**config.mk**
```make
export PLATFORM = sky130hd
export DESIGN_NAME = calc_seq_ctrl
export DESIGN_NICKNAME = d
export VERILOG_FILES = /design/src/rtl/calc_pkg.sv /design/src/rtl/calc_alu.sv /design/src/rtl/calc_seq_ctrl.sv
export SDC_FILE = /design/constraint.sdc
export NUM_CORES = 1
export LEC_CHECK = 0
export ABC_AREA = 0
export ABC_CLOCK_PERIOD_IN_PS = 2650
export CAP_MARGIN = 20
export CORE_MARGIN = 2
export CORE_UTILIZATION = 52
export CTS_CLUSTER_DIAMETER = 30
export CTS_CLUSTER_SIZE = 24
export DETAILED_ROUTE_END_ITERATION = 16
export PLACE_DENSITY_LB_ADDON = 0.15
export SLEW_MARGIN = 20
export SYNTH_ARGS = -nofsm -noshare
export SYNTH_HDL_FRONTEND = slang
export SYNTH_HIERARCHICAL = 1
export SYNTH_SLANG_ARGS = --single-unit
```
**constraint.sdc**
```tcl
create_clock -name clk12m -period 2.65 [get_ports clk12m]
set_input_delay 0.3975 -clock clk12m [delete_from_list [all_inputs] [get_ports clk12m]]
set_output_delay 0.3975 -clock clk12m [all_outputs]
set_load 0.005 [all_outputs]
```
**src/rtl/calc_pkg.sv**
```systemverilog
// Shared types, ASCII constants and byte/value conversions for the calculator sequencer.
package calc_pkg;

    typedef enum logic [2:0] {
        S_OP1   = 3'd0,
        S_ECHO1 = 3'd1,
        S_OP2   = 3'd2,
        S_ECHO2 = 3'd3,
        S_OPR   = 3'd4,
        S_RES   = 3'd5
    } state_t;

    localparam logic [7:0] ASC_PLUS    = 8'h2B;
    localparam logic [7:0] ASC_MINUS   = 8'h2D;
    localparam logic [7:0] ASC_ESC     = 8'h1B;
    localparam logic [7:0] ASC_LO_BASE = 8'h30;
    localparam logic [7:0] ASC_HI_BASE = 8'h50;

    function automatic logic ascii_is_operand(input logic [7:0] b);
        return (b[7:4] == 4'h3) || (b[7:4] == 4'h5);
    endfunction

    // Upper nibble 0x5 marks the high half of the 5-bit value range.
    function automatic logic [4:0] ascii2bin(input logic [7:0] b);
        return {(b[7:4] == 4'h5), b[3:0]};
    endfunction

    function automatic logic [7:0] bin2ascii(input logic [4:0] v);
        return (v[4] ? ASC_HI_BASE : ASC_LO_BASE) | {4'h0, v[3:0]};
    endfunction

endpackage

```
**src/rtl/calc_alu.sv**
```systemverilog
// Combinational 4-bit add/subtract; result is modulo 32 with the carry/borrow in bit 4.
module calc_alu (
    input  logic [3:0] a,
    input  logic [3:0] b,
    input  logic       op_sub,
    output logic [4:0] res
);

    always_comb begin
        res = op_sub ? ({1'b0, a} - {1'b0, b}) : ({1'b0, a} + {1'b0, b});
    end

endmodule

```
**src/rtl/calc_seq_ctrl.sv**
```systemverilog
// Command sequencer: op1, op2, operator from UART rx; echoes operands and returns the result.
//   state   | meaning
//   S_OP1   | wait for first operand byte
//   S_ECHO1 | echo first operand when tx is free
//   S_OP2   | wait for second operand byte (timeout armed)
//   S_ECHO2 | echo second operand when tx is free
//   S_OPR   | wait for '+' / '-' (timeout armed)
//   S_RES   | send result byte, load leds
module calc_seq_ctrl
    import calc_pkg::*;
#(
    parameter int TO_CYCLES = 0,
    parameter int CNT_W     = 24
) (
    input  logic       clk12m,
    input  logic       rst_n,
    input  logic [7:0] rx_data,
    input  logic       rx_data_rdy,
    input  logic       tx_busy,
    output logic [7:0] tx_data,
    output logic       tx_data_rdy,
    output logic [4:0] leds,
    output logic       err
);

    localparam logic [CNT_W-1:0] TC = CNT_W'((TO_CYCLES > 0) ? TO_CYCLES - 1 : 0);

    state_t           state, state_nxt;
    logic [3:0]       op_a, op_b, rx_nib;
    logic             rx_hi_unused;
    logic [4:0]       alu_res, res_q;
    logic             ovr_q;
    logic [CNT_W-1:0] cnt;

    logic rx_is_op, rx_is_esc, rx_is_arith;
    logic count_en, timeout;
    logic send_st, send, overrun, abort_pend;
    logic cap_op1, cap_op2, opr_ok, bad_opr, err_set;

    assign {rx_hi_unused, rx_nib} = ascii2bin(rx_data);
    assign rx_is_op    = ascii_is_operand(rx_data);
    assign rx_is_esc   = (rx_data == ASC_ESC);
    assign rx_is_arith = (rx_data == ASC_PLUS) || (rx_data == ASC_MINUS);
    assign count_en    = (TO_CYCLES > 0) && ((state == S_OP2) || (state == S_OPR));
    assign timeout     = count_en && (cnt == TC);

    calc_alu u_alu (
        .a      (op_a),
        .b      (op_b),
        .op_sub (rx_data == ASC_MINUS),
        .res    (alu_res)
    );

    always_ff @(posedge clk12m or negedge rst_n) begin
        if (!rst_n) state <= S_OP1;
        else        state <= state_nxt;
    end

    always_comb begin
        state_nxt = state;
        case (state)
            S_OP1:   if (cap_op1) state_nxt = S_ECHO1;
            S_ECHO1: if (send) state_nxt = abort_pend ? S_OP1 : S_OP2;
            S_OP2: begin
                if (timeout || (rx_data_rdy && rx_is_esc)) state_nxt = S_OP1;
                else if (cap_op2)                          state_nxt = S_ECHO2;
            end
            S_ECHO2: if (send) state_nxt = abort_pend ? S_OP1 : S_OPR;
            S_OPR: begin
                if (timeout || (rx_data_rdy && !rx_is_arith)) state_nxt = S_OP1;
                else if (opr_ok)                              state_nxt = S_RES;
            end
            S_RES:   if (send) state_nxt = S_OP1;
            default: state_nxt = S_OP1;
        endcase
    end

    always_comb begin
        send_st = 1'b0;
        cap_op1 = 1'b0;
        cap_op2 = 1'b0;
        opr_ok  = 1'b0;
        bad_opr = 1'b0;
        case (state)
            S_ECHO1, S_ECHO2, S_RES: send_st = 1'b1;
            S_OP1: cap_op1 = rx_data_rdy && rx_is_op;
            S_OP2: cap_op2 = rx_data_rdy && rx_is_op && !timeout;
            S_OPR: begin
                opr_ok  = rx_data_rdy && rx_is_arith && !timeout;
                bad_opr = rx_data_rdy && !rx_is_arith && !rx_is_esc;
            end
            default: ;
        endcase
        tx_data_rdy = send_st && !tx_busy;
        send        = tx_data_rdy;
        overrun     = send_st && rx_data_rdy;
        abort_pend  = ovr_q || overrun;
        err_set     = overrun || timeout || bad_opr;
    end

    always_ff @(posedge clk12m or negedge rst_n) begin
        if (!rst_n) begin
            tx_data <= 8'h00;
            leds    <= 5'b00000;
            err     <= 1'b0;
            op_a    <= 4'h0;
            op_b    <= 4'h0;
            res_q   <= 5'b00000;
            ovr_q   <= 1'b0;
            cnt     <= '0;
        end else begin
            err <= err_set;
            if (cap_op1) begin
                op_a    <= rx_nib;
                tx_data <= rx_data;
            end
            if (cap_op2) begin
                op_b    <= rx_nib;
                tx_data <= rx_data;
            end
            if (opr_ok) begin
                res_q   <= alu_res;
                tx_data <= bin2ascii(alu_res);
            end
            // An overrun turns the pending result send into a plain flush: leds keep their value.
            if (send && (state == S_RES) && !abort_pend) leds <= res_q;
            if (send)         ovr_q <= 1'b0;
            else if (overrun) ovr_q <= 1'b1;
            if (count_en && !timeout) cnt <= cnt + CNT_W'(1);
            else                      cnt <= '0;
        end
    end

endmodule

```
==> impl_metrics.csv, run 1 <==
group,metric,value,unit
drt,wl_per_cell,15.39,um
power,p_sw,673.5,uW
synth,syn_area,1648,sq um
setup_path,startpoint_type,"input pin",
synth,yosysSeqAreaShare,47.08,%
power,total_power,1826,uW
sta,relSlewSlack,70.32,%
sta,fmax,0.3868,GHz
setup_path,worst-path-max-fanout,4,
power,switching_share,36.89,%
global_routing,grt_max_degree,32,
floorplan,die_h,60.30,um
synth,yosysMostFrequentCell,"dfrtp_1",
clock_network,htree_levels,2,
floorplan,dieArea,3635,sq um
setup_path,critPathSlowestCell,"clkdlybuf4s50_1",
synth,synthArstFlopShare,100.0,%
finish,fill_cells,262,
synth,yosysTopAreaCell,"dfrtp_1",
power,powerDensity,859.4,nW/um^2
synth,yosys_register_bits,31,
sta,finalSetupViolCount,0,
finish,nNetsFinal,209,
finish,multi_input_area,829.5,sq um
setup_path,cpPeakStageDelay,510,ps
place,placement.setup.worst_slack,-322.8,ps
finish,drive_above_1_share,24.48,%
synth,yosysWarnings,6,
synth,synth_common_cells,"dfrtp_1 (31), inv_1 (12), mux2_2 (12)",
finish,final_util,70.17,%
clock_network,cts_max_path_buffers,2,
floorplan,core,3028,sq um
power,clockPowerShare,14.8,%
clock_network,cts_tree,"done",
drt,drtIter0Drc,59,
drt,route.detailed.drc,0,
global_routing,grt_overflow,0,
drt,num_vias,1317,
finish,regArea,775.7,sq um
place,place_congestion,0.8538,
synth,synth-edff-count,0,
setup_path,arrival,2820,ps
sta,drv_slew,0,
setup_path,worstPathCellList,"clkdlybuf4s50_1, nor4b_4, and3_4, nor2_1, xnor2_1, ha_1, buf_4, a21oi_1, o21ai_0, xor2_1, mux2_2",
run,maxCapViolCount,0,
finish,final_area,2125,sq um
finish,synthToLayoutAreaGrowth,28.93,%
finish,num_antenna_cells,0,
sta,finalCritPeriodShare,97.55,%
global_routing,grt_antenna_before_repair,0,
clock_network,clk_latency,330,ps
setup_path,critPathCaptureType,"register",
drt,first_pass_iters,4,
sta,worstMarginPinSlew,445.2,ps
clock_network,cts_buffers,5,
synth,avgSynthCellArea,11.06,sq um
floorplan,initial_core_util,54.42,%
synth,synthFlopType,"dfrtp_1",
sta,setup_ws,64.80,ps
outcome,outcome,"completed",
sta,layout_min_cycle_time,2585,ps
setup_path,crit_type,"in -> reg",
place,place_area,2033,sq um
place,dp_hpwl,2724,um
synth,syn_inst,149,
power,leakagePower,0.001050,uW
power,seqPwrFrac,38.0,%
sta,clock_skew,3.943,ps
power,peakVddDrop,0.0005514,V
sta,hold_viol_final,0,
floorplan,die_w,60.30,um
synth,synth_top_area_share,47.08,%
floorplan,ios,27,
synth,ys_types,38,
global_routing,grt_pass1_wl,5892,um
synth,synth.area.top_cells,"dfrtp_1 (47%), mux2_2 (8.2%), mux2_4 (5.5%)",
global_routing,track_usage,22.56,%
floorplan,row_count,20,
clock_network,clock-root-buffer,"clkbuf_4",
place,port-buffer-count,26,
synth,synth_nets,167,
drt,viasPerCell,5.581,
global_routing,grt_pass1_vias,1329,
drt,drt-total-wl,3631,um
drt,ant_nets,0,
clock_network,cts.clk_slew.worst_paths,100,ps
setup_path,required,2880,ps
clock_network,cts_sinks,31,
power,comb_power_share,47.3,%
power,power_report.internal_total,1152,uW
min_path,hold_path_class,"in -> async",
[routing by layer]
| layer | share of wire [%] | vias up | track usage, % |
|---|---|---|---|
| met5 | 0 | - | 0 |
| met4 | 3.7 | 0 | 9.524 |
| met3 | 5.9 | 18 | 7.359 |
| met2 | 50 | 46 | 37.42 |
| met1 | 40 | 639 | 26.69 |
| li1 | - | 614 | - |
[cell families after synthesis]
kind of cell	share of synthesized area (%)
AO/OA/AOI/OAI	12.07
XOR/XNOR	3.721
adder cells (fa/ha/maj)	5.011
buffers and inverters	3.948
flip-flops	47.08
multiplexers	14.88
AND/OR/NAND/NOR	13.29
[layout make-up]
cell class,instances,area share [%]
sequential,31,36.51
timing repair buffer,39,17.20
multi-input combinational,102,39.05
clock buffer,6,1.943
clock inverter,2,0.5889
tap,44,2.591
inverter,12,2.120
[power by group through the flow]
stage | sequential, uW | clock, uW | combinational (uW)
after floorplan | 662 | 0 | 538
after global placement | 694 | 0 | 812
after detailed placement | 700 | 0 | 849
after CTS | 690 | 274 | 854
after global routing | 707 | 302 | 960
final | 693 | 269 | 863
[critical path: cells and delay by family]
| family | cells | cell delay [ps] |
|---|---|---|
| xor gates and xnor gates | 2 | 350 |
| muxes | 1 | 270 |
| adders and majority gates | 1 | 270 |
| buffers and inverters | 2 | 660 |
| and+or+nand+nor | 3 | 560 |
| AOI/OAI and AO/OA | 2 | 300 |
[path summary, 6_finish.rpt]
kind | startpoint | to | slack [ps] | cells after the start
min reg2reg | tx_data[4]$_DFFE_PN0P_ | tx_data[4]$_DFFE_PN0P_ | 490 | 1
min | rst_n | leds[0]$_DFFE_PN0P_ | 440 | 2
min in group clk12m | tx_data[4]$_DFFE_PN0P_ | tx_data[4]$_DFFE_PN0P_ | 490 | 1
max in group asynchronous | rst_n | op_a[2]$_DFFE_PN0P_ | 1930 | 2
max reg2reg | op_b[0]$_DFFE_PN0P_ | res_q[3]$_DFFE_PN0P_ | 420 | 10
max | rx_data[5] | res_q[3]$_DFFE_PN0P_ | 60 | 11
[placed cells by master, fill, tap and decap left out, drive strengths merged, types with 2 or more instances in the layout]
master / instances
ha: 5
nand3: 2
a31oi: 3
o21ai: 3
nand4: 3
xnor2: 2
mux2: 18
nand2b: 4
dfrtp: 31
and3: 2
a21oi: 12
clkdlybuf4s50: 23
nor2: 11
nand2: 7
inv: 12
xor2: 5
buf: 13
mux2i: 2
o22ai: 4
dlymetal6s2s: 3
nor3: 3
a21o: 3
clkbuf: 6
[registers in the layout, summed over array words and instances, names as in the netlist]
name     count
op_b         4
leds         5
res_q        5
ovr_q        1
tx_data      8
state        3
op_a         4
err          1
[repair_timing]
item                                    in CTS  in global routing
buffers inserted                             0                  1
hold buffers                                 0                  0
endpoints found under the setup margin       0                  5
resized for setup                            0                  8
[per-stage QoR]
step	cells	hold WS, ps	TNS [ps]
2_1_floorplan	149	101.9	0
6_report	236	443.6	0
5_1_grt	236	447.3	-96.86
3_5_place_dp	227	458.7	-1483
3_3_place_gp	227	450.6	-1085
4_1_cts	235	443.6	0
(Power assumes the default switching activity.)
==> inputs of run 2 (changes only) <==
Settings changed: CORE_UTILIZATION 52 to 62, DONT_BUFFER_PORTS set to 1.
==> impl_metrics.csv, run 2 (synthesis results as in run 1) <==
group,metric,value,unit
min_path,hold_path_end,"err$_DFF_PN0_",
sta,clock_skew,9.660,ps
sta,rsz0062_at_grt,"no",
sta,fmax,0.4396,GHz
global_routing,grt_antenna_before_repair,0,
floorplan,core,2500,sq um
setup_path,critPathSlowestCell,"fa_1",
floorplan,die_h,55.56,um
power,peakVddDrop,0.0007155,V
place,placement.setup.worst_slack,144.9,ps
drt,route.detailed.drc,0,
finish,regArea,775.7,sq um
clock_network,cts_tree,"done",
floorplan,die_w,55.56,um
place,dp_hpwl,2505,um
sta,setup_ws,375.1,ps
sta,layout_min_cycle_time,2275,ps
finish,final_util,71.07,%
run,maxCapViolCount,0,
floorplan,row_count,18,
finish,final_cell_mix,"dfrtp_1 (31), inv_1 (12), mux2_2 (12), nor2_1 (11), a21oi_1 (10)",
floorplan,dieArea,3086,sq um
setup_path,arrival,2490,ps
setup_path,r2r-start,"op_b[1]$_DFFE_PN0P_",
sta,finalCritPeriodShare,85.85,%
min_path,holdPathStages,2,
sta,worstMarginPinSlew,459.7,ps
floorplan,ios,27,
drt,drtIter0Drc,33,
setup_path,worst-path-max-fanout,4,
outcome,outcome,"completed",
global_routing,grt_pass1_vias,1264,
drt,num_vias,1167,
global_routing,track_usage,24.10,%
drt,first_pass_iters,4,
drt,viasPerCell,6.308,
setup_path,critPathCaptureType,"register",
place,place_congestion,0.9206,
finish,top_regs,"tx_data (8), leds (5), res_q (5)",
clock_network,htree_levels,2,
finish,drive_above_1_share,21.29,%
sta,hold_viol_final,0,
setup_path,r2r_setup_slack,380,ps
power,powerDensity,977.1,nW/um^2
clock_network,cts_sinks,31,
sta,finalSetupViolCount,0,
sta,drv_slew,0,
finish,largest-register,"tx_data",
finish,multi_input_area,807.0,sq um
finish,final_common_cell,"dfrtp_1",
clock_network,cts.clk_slew.worst_paths,110,ps
finish,fill_cells,190,
setup_path,path_delay_family,"adder cells",
clock_network,cts_hold_buf,2,
setup_path,required,2870,ps
finish,num_antenna_cells,0,
power,leakagePower,0.0008862,uW
clock_network,cts_buffers,5,
sta,finalSetupTns,0,ps
min_path,hold_path_class,"in -> reg",
place,port-buffer-count,0,
setup_path,startpoint_type,"register",
setup_path,worstPathCellList,"inv_1, ha_1, mux2i_1, fa_1, a21o_1, a21oi_2, xor2_1, and2_1, a221o_1",
clock_network,post_cts_buffers,0,
clock_network,clk_latency,340,ps
drt,ant_nets,0,
finish,largest_reg_flops,8,
setup_path,cpPeakStageDelay,440,ps
clock_network,cts_max_path_buffers,2,
finish,nNetsFinal,172,
finish,synthToLayoutAreaGrowth,7.821,%
global_routing,grt_overflow,0,
drt,wl_per_cell,18.07,um
drt,drt-total-wl,3343,um
setup_path,crit_type,"reg -> reg",
place,place_area,1665,sq um
setup_path,r2r-end,"tx_data[6]$_DFFE_PN0P_",
clock_network,clock-root-buffer,"clkbuf_4",
global_routing,grt_pass1_wl,5747,um
setup_path,cp.buffers_inverters,1,
clock_network,cts_resized,0,
finish,final_area,1777,sq um
sta,relSlewSlack,69.35,%
min_path,min_from,"rx_data_rdy",
global_routing,grt_max_degree,32,
floorplan,initial_core_util,65.92,%
setup_path,reg2reg_depth,9,
run 2: where the power goes:
group	leakage [uW]	switching (uW)	internal, uW
Combinational	0.000451	358	308
Sequential	0.000391	116	584
Clock	0.0000452	171	198
Total	0.000886	646	1090
run 2: final cells by class:
cell class	instances	share of cell area, %
Timing Repair Buffer	2	1.690
Clock inverter	3	2.465
Tap cell	30	2.113
Inverter	12	2.535
Multi-Input combinational cell	102	45.42
Sequential cell	31	43.66
Clock buffer	5	2.113
run 2: worst max-delay path by stage:
stage,startpoint,endpoint,slack [ps],depth (start not counted)
6_report,op_b[1]$_DFFE_PN0P_,tx_data[6]$_DFFE_PN0P_,380,9
3_5_place_dp,rx_data[4],tx_data[5]$_DFFE_PN0P_,140,9
2_1_floorplan,rx_data[4],tx_data[5]$_DFFE_PN0P_,290,9
5_1_grt,op_b[0]$_DFFE_PN0P_,tx_data[5]$_DFFE_PN0P_,180,9
3_3_place_gp,rx_data[4],tx_data[5]$_DFFE_PN0P_,150,9
4_1_cts,op_b[0]$_DFFE_PN0P_,tx_data[5]$_DFFE_PN0P_,380,9
run 2: metrics by stage:
| stage | hold slack (ps) | std cells | power [uW] |
|---|---|---|---|
| after floorplan | 101.9 | 149 | 1200 |
| after global placement | 102.5 | 175 | 1300 |
| after detailed placement | 102.6 | 175 | 1349 |
| after CTS | 145.9 | 185 | 1737 |
| after global routing | 151.3 | 185 | 1868 |
| final | 158.1 | 185 | 1736 |
run 2: per-layer routing:
metal  GRT usage, %  up-vias  part of all wire, %
li1               -      539                    -
met1          28.79      573                   41
met2          37.76       42                   50
met3          9.133       13                  5.7
met4          12.54        0                  2.8
met5              0        -                    0
==> inputs of run 3 (changes only) <==
Settings changed: GPL_TIMING_DRIVEN set to 0.
==> impl_metrics.csv, run 3 (synthesis results as in run 1) <==
group,metric,value,unit
global_routing,grt_max_degree,32,
clock_network,clock-root-buffer,"clkbuf_4",
drt,viasPerCell,6.164,
finish,synthToLayoutAreaGrowth,8.276,%
clock_network,cts_hold_buf,2,
clock_network,cts_resized,0,
min_path,min_from,"tx_busy",
setup_path,startpoint_type,"register",
power,seqPwrFrac,39.8,%
clock_network,post_cts_buffers,0,
run,maxCapViolCount,0,
global_routing,track_usage,23.24,%
finish,final_cell_mix,"dfrtp_1 (31), inv_1 (12), mux2_2 (12), nor2_1 (11), a21oi_1 (10)",
sta,relSlewSlack,70.10,%
sta,fmax,0.4256,GHz
setup_path,crit_type,"reg -> reg",
clock_network,htree_levels,2,
floorplan,die_h,55.56,um
floorplan,initial_core_util,65.92,%
power,p_sw,647.3,uW
clock_network,clk_latency,340,ps
setup_path,r2r-start,"op_b[0]$_DFFE_PN0P_",
power,powerDensity,954.5,nW/um^2
finish,largest_reg_flops,8,
drt,ant_nets,0,
drt,wl_per_cell,17.71,um
outcome,outcome,"completed",
place,dp_hpwl,2375,um
finish,largest-register,"tx_data",
power,switching_share,38.01,%
sta,finalSetupViolCount,0,
sta,clock_skew,16.67,ps
clock_network,cts_buffers,5,
floorplan,row_count,18,
finish,nNetsFinal,176,
power,clockPowerShare,18.7,%
sta,worstMarginPinSlew,448.4,ps
drt,first_pass_iters,4,
setup_path,arrival,2560,ps
global_routing,grt_pass1_vias,1187,
setup_path,required,2860,ps
clock_network,cts_sinks,31,
drt,num_vias,1165,
sta,finalSetupTns,0,ps
setup_path,critPathCaptureType,"register",
sta,hold_viol_final,0,
floorplan,dieArea,3086,sq um
floorplan,ios,27,
sta,drv_slew,0,
finish,top_regs,"tx_data (8), leds (5), res_q (5)",
power,total_power,1703,uW
setup_path,reg2reg_depth,10,
global_routing,grt_overflow,0,
global_routing,grt_pass1_wl,5533,um
clock_network,cts_max_path_buffers,2,
clock_network,cts.clk_slew.worst_paths,110,ps
place,place_congestion,0.8449,
drt,route.detailed.drc,0,
finish,final_common_cell,"dfrtp_1",
place,port-buffer-count,0,
setup_path,r2r-end,"tx_data[6]$_DFFE_PN0P_",
power,leakagePower,0.0008938,uW
power,power_report.internal_total,1056,uW
floorplan,core,2500,sq um
setup_path,r2r_setup_slack,300,ps
floorplan,die_w,55.56,um
power,comb_power_share,41.6,%
finish,drive_above_1_share,22.64,%
finish,num_antenna_cells,0,
sta,finalCritPeriodShare,88.67,%
sta,rsz0062_at_grt,"no",
drt,drt-total-wl,3348,um
min_path,hold_path_end,"state[2]$_DFFE_PN0P_",
global_routing,grt_antenna_before_repair,0,
power,peakVddDrop,0.0007347,V
setup_path,worst-path-max-fanout,4,
sta,layout_min_cycle_time,2350,ps
drt,drtIter0Drc,59,
min_path,hold_path_class,"in -> reg",
min_path,holdPathStages,2,
clock_network,cts_tree,"done",
[run 3: cell count changes in the layout (fill, tap and decap cells not counted), sizes merged]
| cell | delta |
|---|---|
| buf | +4 |
| clkbuf | +3 |
| clkinv | -2 |
| bufinv | -1 |
[run 3: area by class of cell]
cell class / count / area (sq um)
plain buffers: 4 / 20.02
clock buffers: 8 / 68.82
fillers: 182 / 715.7
inverters: 12 / 45.04
multi-input cells: 102 / 807.0
flip-flops and latches: 31 / 775.7
well taps: 30 / 37.54
repair buffers: 2 / 30.03
[run 3: power groups by stage]
stage	combinational [uW]	clock (uW)	sequential, uW
final	708	318	677
after global routing	779	337	691
after CTS	689	321	678
after detailed placement	670	0	688
after global placement	625	0	680
after floorplan	538	0	662
[run 3: worst max path at each step]
stage | to | startpoint | cells past startpoint
2_1_floorplan | tx_data[5]$_DFFE_PN0P_ | rx_data[4] | 9
3_3_place_gp | tx_data[6]$_DFFE_PN0P_ | rx_data[4] | 9
3_5_place_dp | tx_data[5]$_DFFE_PN0P_ | rx_data[4] | 10
4_1_cts | tx_data[5]$_DFFE_PN0P_ | op_b[0]$_DFFE_PN0P_ | 9
5_1_grt | tx_data[5]$_DFFE_PN0P_ | op_b[0]$_DFFE_PN0P_ | 10
6_report | tx_data[6]$_DFFE_PN0P_ | op_b[0]$_DFFE_PN0P_ | 10
[run 3: through the flow]
step	cell area (sq um)	utilization, %	worst slack (ps)	cells	hold slack (ps)
after floorplan	1648	-	289.7	149	101.9
after global placement	1685	67.42	139.9	179	102.5
after detailed placement	1685	67.42	115.8	179	102.5
after CTS	1784	71.37	343.5	189	197.9
after global routing	1784	71.37	216.4	189	203.3
final	1784	71.37	300.3	189	196.9
[run 3: critical path: stages (launching register included)]
cell and delay [ps]:
dfrtp_1 410, inv_1 60, ha_1 210, nor2_1 150, xnor2_1 170, ha_1 330, a21o_1 220, a21oi_2 150
xor2_1 90, and2_1 180, a221o_1 270
[run 3: routing by layer]
layer / GRT usage (%) / part of all wire (%) / vias to the layer above
met4: 7.317 / 1.3 / 0
met1: 28.44 / 41 / 569
met2: 38.27 / 50 / 41
li1: - / - / 550
met3: 8.431 / 6.8 / 5
met5: 0 / 0 / -
